**config.mk**
```make
export PLATFORM = sky130hd
export DESIGN_NAME = dsi_timing_ctrl
export DESIGN_NICKNAME = d
export VERILOG_FILES = /design/src/rtl/dsi_timing_ctrl.sv
export SDC_FILE = /design/constraint.sdc
export NUM_CORES = 1
export LEC_CHECK = 0
export ABC_AREA = 1
export CAP_MARGIN = 30
export CORE_MARGIN = 2
export CORE_UTILIZATION = 66
export CTS_CLUSTER_SIZE = 8
export DETAILED_ROUTE_END_ITERATION = 16
export DONT_BUFFER_PORTS = 1
export GPL_TIMING_DRIVEN = 0
export PLACE_DENSITY = 0.89
export SYNTH_ARGS = -nofsm -noshare
export SYNTH_HDL_FRONTEND = slang
export SYNTH_SLANG_ARGS = --single-unit
```
**constraint.sdc**
```tcl
create_clock -name pixel_clk -period 9.75 [get_ports pixel_clk]
set_input_delay 1.95 -clock pixel_clk [delete_from_list [all_inputs] [get_ports pixel_clk]]
set_output_delay 1.95 -clock pixel_clk [all_outputs]
set_load 0.02 [all_outputs]
```
**src/rtl/dsi_timing_ctrl.sv**
```systemverilog
// DSI video timing generator: frame/line counters with registered sync, data-enable and event outputs.
// Optional macro DSI_TMG_SYNC_END_EN adds the VSYNC_minus/HSYNC_minus sync-end pulses.
module dsi_timing_ctrl (
  input  logic        pixel_clk,
  input  logic        rst,
  input  logic        en,
  input  logic [11:0] hsa,
  input  logic [11:0] hbp,
  input  logic [11:0] hact,
  input  logic [11:0] hfp,
  input  logic [10:0] vsa,
  input  logic [10:0] vbp,
  input  logic [10:0] vact,
  input  logic [10:0] vfp,
  input  logic        pix_valid,
  input  logic        udf_clr,
  output logic        VSYNC,
  output logic        HSYNC,
  output logic        DATA_ENB,
  output logic        VSYNC_plus,
  output logic        HSYNC_plus,
  output logic        VSYNC_minus,
  output logic        HSYNC_minus,
  output logic        busy,
  output logic        underflow,
  output logic [15:0] frame_cnt
);

  typedef enum logic [1:0] {
    ST_IDLE      = 2'd0,
    ST_RUN       = 2'd1,
    ST_STOP_PEND = 2'd2
  } state_t;

  state_t      r_state, w_state_nxt;
  logic [11:0] r_hsa, r_hbp, r_hact, r_hfp;
  logic [10:0] r_vsa, r_vbp, r_vact, r_vfp;
  logic [11:0] w_hsa_n, w_hbp_n, w_hact_n, w_hfp_n;
  logic [10:0] w_vsa_n, w_vbp_n, w_vact_n, w_vfp_n;
  logic [13:0] r_h, w_h_n, w_htot, w_hde_beg, w_hde_end;
  logic [12:0] r_v, w_v_n, w_vtot, w_vde_beg, w_vde_end;
  logic        w_last, w_lat, w_run_n;
  logic        r_vsync, r_hsync, r_de, r_vsync_p, r_hsync_p, r_udf;
  logic [15:0] r_frame_cnt;

  assign w_htot = {2'b00, r_hsa} + {2'b00, r_hbp} + {2'b00, r_hact} + {2'b00, r_hfp};
  assign w_vtot = {2'b00, r_vsa} + {2'b00, r_vbp} + {2'b00, r_vact} + {2'b00, r_vfp};
  assign w_last = (r_state != ST_IDLE) && (r_h == w_htot - 14'd1) && (r_v == w_vtot - 13'd1);
  assign w_lat  = ((r_state == ST_IDLE) && en) || w_last;

  always_comb begin
    w_state_nxt = r_state;
    case (r_state)
      ST_IDLE:      if (en) w_state_nxt = ST_RUN;
      ST_RUN:       if (!en) w_state_nxt = ST_STOP_PEND;
      ST_STOP_PEND: begin
        if (w_last)  w_state_nxt = ST_IDLE;
        else if (en) w_state_nxt = ST_RUN;
      end
      default:      w_state_nxt = ST_IDLE;
    endcase
  end

  // Sync and active lengths of 0 count as 1; porches of 0 simply vanish.
  always_comb begin
    w_hsa_n  = r_hsa;
    w_hbp_n  = r_hbp;
    w_hact_n = r_hact;
    w_hfp_n  = r_hfp;
    w_vsa_n  = r_vsa;
    w_vbp_n  = r_vbp;
    w_vact_n = r_vact;
    w_vfp_n  = r_vfp;
    if (w_lat) begin
      w_hsa_n  = (hsa  == 12'd0) ? 12'd1 : hsa;
      w_hbp_n  = hbp;
      w_hact_n = (hact == 12'd0) ? 12'd1 : hact;
      w_hfp_n  = hfp;
      w_vsa_n  = (vsa  == 11'd0) ? 11'd1 : vsa;
      w_vbp_n  = vbp;
      w_vact_n = (vact == 11'd0) ? 11'd1 : vact;
      w_vfp_n  = vfp;
    end
  end

  assign w_run_n = (w_state_nxt != ST_IDLE);

  always_comb begin
    w_h_n = 14'd0;
    w_v_n = 13'd0;
    if (w_run_n && (r_state != ST_IDLE)) begin
      if (r_h == w_htot - 14'd1) begin
        w_h_n = 14'd0;
        w_v_n = (r_v == w_vtot - 13'd1) ? 13'd0 : r_v + 13'd1;
      end else begin
        w_h_n = r_h + 14'd1;
        w_v_n = r_v;
      end
    end
  end

  // Outputs decode the next counter values so they line up with the counters.
  assign w_hde_beg = {2'b00, w_hsa_n} + {2'b00, w_hbp_n};
  assign w_hde_end = w_hde_beg + {2'b00, w_hact_n};
  assign w_vde_beg = {2'b00, w_vsa_n} + {2'b00, w_vbp_n};
  assign w_vde_end = w_vde_beg + {2'b00, w_vact_n};

  always_ff @(posedge pixel_clk or negedge rst) begin
    if (!rst) begin
      r_state     <= ST_IDLE;
      r_hsa       <= 12'd0;
      r_hbp       <= 12'd0;
      r_hact      <= 12'd0;
      r_hfp       <= 12'd0;
      r_vsa       <= 11'd0;
      r_vbp       <= 11'd0;
      r_vact      <= 11'd0;
      r_vfp       <= 11'd0;
      r_h         <= 14'd0;
      r_v         <= 13'd0;
      r_vsync     <= 1'b0;
      r_hsync     <= 1'b0;
      r_de        <= 1'b0;
      r_vsync_p   <= 1'b0;
      r_hsync_p   <= 1'b0;
      r_udf       <= 1'b0;
      r_frame_cnt <= 16'd0;
    end else begin
      r_state   <= w_state_nxt;
      r_hsa     <= w_hsa_n;
      r_hbp     <= w_hbp_n;
      r_hact    <= w_hact_n;
      r_hfp     <= w_hfp_n;
      r_vsa     <= w_vsa_n;
      r_vbp     <= w_vbp_n;
      r_vact    <= w_vact_n;
      r_vfp     <= w_vfp_n;
      r_h       <= w_h_n;
      r_v       <= w_v_n;
      r_hsync   <= w_run_n && (w_h_n < {2'b00, w_hsa_n});
      r_vsync   <= w_run_n && (w_v_n < {2'b00, w_vsa_n});
      r_de      <= w_run_n && (w_h_n >= w_hde_beg) && (w_h_n < w_hde_end) &&
                   (w_v_n >= w_vde_beg) && (w_v_n < w_vde_end);
      r_vsync_p <= w_run_n && (w_h_n == 14'd0) && (w_v_n == 13'd0);
      r_hsync_p <= w_run_n && (w_h_n == 14'd0) && (w_v_n != 13'd0);
      r_udf     <= (r_de && !pix_valid) || (r_udf && !udf_clr);
      if (w_last) r_frame_cnt <= r_frame_cnt + 16'd1;
    end
  end

`ifdef DSI_TMG_SYNC_END_EN
  logic r_vsync_m, r_hsync_m;

  always_ff @(posedge pixel_clk or negedge rst) begin
    if (!rst) begin
      r_vsync_m <= 1'b0;
      r_hsync_m <= 1'b0;
    end else begin
      r_vsync_m <= w_run_n && (w_h_n == 14'd0) && (w_v_n == {2'b00, w_vsa_n});
      r_hsync_m <= w_run_n && (w_h_n == {2'b00, w_hsa_n}) && (w_v_n != {2'b00, w_vsa_n});
    end
  end

  assign VSYNC_minus = r_vsync_m;
  assign HSYNC_minus = r_hsync_m;
`else
  assign VSYNC_minus = 1'b0;
  assign HSYNC_minus = 1'b0;
`endif

  assign VSYNC     = r_vsync;
  assign HSYNC     = r_hsync;
  assign DATA_ENB  = r_de;
  assign VSYNC_plus = r_vsync_p;
  assign HSYNC_plus = r_hsync_p;
  assign busy      = (r_state != ST_IDLE);
  assign underflow = r_udf;
  assign frame_cnt = r_frame_cnt;

endmodule

```
==> impl_metrics.yaml <==
global_route:
  met1_usage: 0.452
  antenna_found_initial: 0
  grt_max_degree: 144
  grt_pass1_vias: 11300
  grt_use_met3: 0.0926
  grt_remaining_overflow: 0
  grt_pass1_wl_mm: 56.5
  use_met2: 0.585
  top_usage_layer: "met2"
  grt_usage: 0.359
pwr:
  p_sw_mw: 2.68
  ir_drop_mv: 0.185
  intPower_mw: 2.58
  clock_power_share: 0.148
  comb_power_share: 0.713
  swShare: 0.509
  power_frac_seq: 0.140
  power_density_nw_per_um2: 377
  p_leak_nw: 7.54
synth:
  synthTopCellsByArea: "dfrtp_1, ha_1, nand2_1"
  synth_ff_type: "dfrtp_1"
  ys.warnings.count: 0
  syn_inst: 1618
  synth-seq-area-share: 0.277
  synth_seq_cells: 143
  synth_area_um2: 12900
  synth.distinct_cells: 54
  yosys.area.top_type: "dfrtp_1"
  synth_edf_count: 0
  syn_area_per_cell_um2: 7.98
  async_flop_share: 1.00
  synth_top_cell_area_share: 0.277
hold_path:
  hold_depth: 1
  hp-class: "reg -> reg"
critical_path:
  start_kind: "register"
  slowest_stage: "fa_1"
  arrival_ns: 9.55
  crit_start: "r_hsa[1]$_DFF_PN0_"
  timing_worst_setup_path_type: "reg -> reg"
  cp_top_family: "adder cells"
  cp-endpoint: "DATA_ENB$_DFF_PN0_"
  crit_cells: 47
  cp.required_ns: 10.11
  critPathMaxStageDelay_ns: 0.51
  worstReg2RegStart: "r_hsa[1]$_DFF_PN0_"
  endpoint_kind: "register"
  critical_path.max_fanout: 10
  r2r_end: "DATA_ENB$_DFF_PN0_"
  cp_num_buf_inv: 7
  ff2ff_path_depth: 47
  reg2reg_slack_ns: 0.57
  cp_common_cell: "nand2_1"
floorplan:
  die_h_um: 144
  core-area_um2: 19300
  std_cell_rows: 51
  start_util: 0.668
  die_w_um: 144
  die_area_um2: 20700
  io_pins: 122
detailed_routing:
  dr.pass1.iters: 6
  drt_iter0_markers: 1160
  drc: 0
  wirelength_mm: 35.6
  vias: 11200
  wl_per_cell_um: 18.6
  postRouteAntennaNets: 0
  via_per_inst: 5.86
sta:
  setup_viol: 0
  finalHoldViolCount: 0
  rsz0062_at_grt: "no"
  tightest_slew_ns: 1.12
  period_needed_ns: 9.18
  fin_setup_tns_ns: 0
  finalCritPeriodShare: 0.942
  final-max-slew-violation-count: 0
  slew_headroom: 0.245
  fin_skew_ns: 0.0124
  clock.fmax_ghz: 0.109
  worst_slack_ns: 0.565
clock_tree:
  cts_buffers: 17
  cts_sinks: 143
  cts_tree: "built"
  clk_path_buf_depth: 2
  clk_pin_slew_ns: 0.07
  hold_buffers: 0
  htreeDepth: 4
  cts_root_buffer: "clkbuf_16"
  insertion_delay_ns: 0.44
place:
  placed_cell_area_um2: 13200
  numPortBuffers: 0
  gp_congestion: 0.987
  pre_cts_slack_ns: 0.319
  dp_hpwl_mm: 27.5
job:
  drv_cap: 0
final_layout:
  fin_nets: 1954
  final_layout_size_suffix_gt1_frac: 0.0824
  synthToLayoutAreaGrowth_pct: 8.03
  final_cell_area_um2: 14000
  final_util: 0.722
  diodes: 0
outcome:
  outcome: "complete, no violations"
## power by group through the flow
stage / logic (mW) / clock network [mW] / registers [mW]
finish: 3.75 / 0.777 / 0.734
global route: 4.19 / 0.805 / 0.744
CTS: 3.66 / 0.778 / 0.734
detailed placement: 3.58 / 0 / 0.744
global placement: 3.41 / 0 / 0.740
floorplan: 2.83 / 0 / 0.728
## layer usage
metal	wire length, µm	part of all wire
met1	13900	0.39
met2	16400	0.46
met3	3650	0.10
met4	1650	0.046
met5	0	0
## through the flow
stage | std cells | hold WS, ns | power (mW)
after floorplan | 1619 | 0.487 | 3.55
after CTS | 1916 | 0.552 | 5.18
after detailed placement | 1884 | 0.530 | 4.33
final | 1916 | 0.546 | 5.26
after global placement | 1884 | 0.523 | 4.15
after global routing | 1916 | 0.571 | 5.74
## final cells by class
cell class                      instances  area (µm²)
Buffer                                 21         128
Clock buffer                           20         457
Clock inverter                         12         229
Fill cell                            1410        5380
Inverter                              334        1250
Multi-Input combinational cell       1121        7970
Sequential cell                       143        3580
Tap cell                              265         332
## how the worst min path moves through the flow
stage                                      end            startpoint
after global placement    r_vfp[0]$_DFFE_PN0N_  r_vfp[0]$_DFFE_PN0N_
after floorplan           r_vfp[0]$_DFFE_PN0N_  r_vfp[0]$_DFFE_PN0N_
final                     r_hfp[0]$_DFFE_PN0N_  r_hfp[0]$_DFFE_PN0N_
after detailed placement  r_hfp[0]$_DFFE_PN0N_  r_hfp[0]$_DFFE_PN0N_
after global routing      r_hfp[0]$_DFFE_PN0N_  r_hfp[0]$_DFFE_PN0N_
after CTS                 r_hfp[0]$_DFFE_PN0N_  r_hfp[0]$_DFFE_PN0N_
## synthesized netlist by cell type (4+ instances only)
cell,instances
a21o_1,7
nand3b_1,7
inv_2,12
nor4_1,11
nand3_2,5
nand4_1,18
fa_1,48
a31oi_1,4
a21oi_1,80
nand2_1,322
buf_2,11
nor2_2,6
o21ai_0,81
o211ai_1,4
mux2_2,34
dfrtp_1,143
nor2_1,87
clkbuf_1,6
nor3_1,15
xor2_1,61
nor2_4,4
nand2_2,12
o21bai_1,12
a211oi_1,6
ha_1,171
xnor2_1,22
inv_1,320
nand3_1,71
## registers in the layout, summed over array words and instances (netlist names), 12 cells and up
name and count:
r_hact 12, r_v 13, r_hbp 12, r_hfp 12, frame_cnt 16, r_hsa 12, r_h 14
## kinds of logic (layout without fill, tap and decap cells)
family,Yosys count,after routing,share of synthesized area
compound gates,209,209,0.0903
xor+xnor,83,83,0.0563
fa+ha+maj,219,219,0.240
buf+inv,355,387,0.106
flops,143,143,0.277
mux,34,34,0.0296
other cells,1,2,0.000290
simple gates,574,574,0.200
## layout by cell type (no fill, tap or decap), types with 34 or more instances in the layout
cell	n
a21oi_1	80
dfrtp_1	143
fa_1	48
ha_1	171
inv_1	320
mux2_2	34
nand2_1	322
nand3_1	71
nor2_1	87
o21ai_0	81
xor2_1	61
## timing repair
action                                  in CTS  in global routing
endpoints found under the setup margin       0                  1
setup buffers                                0                  0
resized for setup                            0                 17
(Power assumes the default switching activity.)
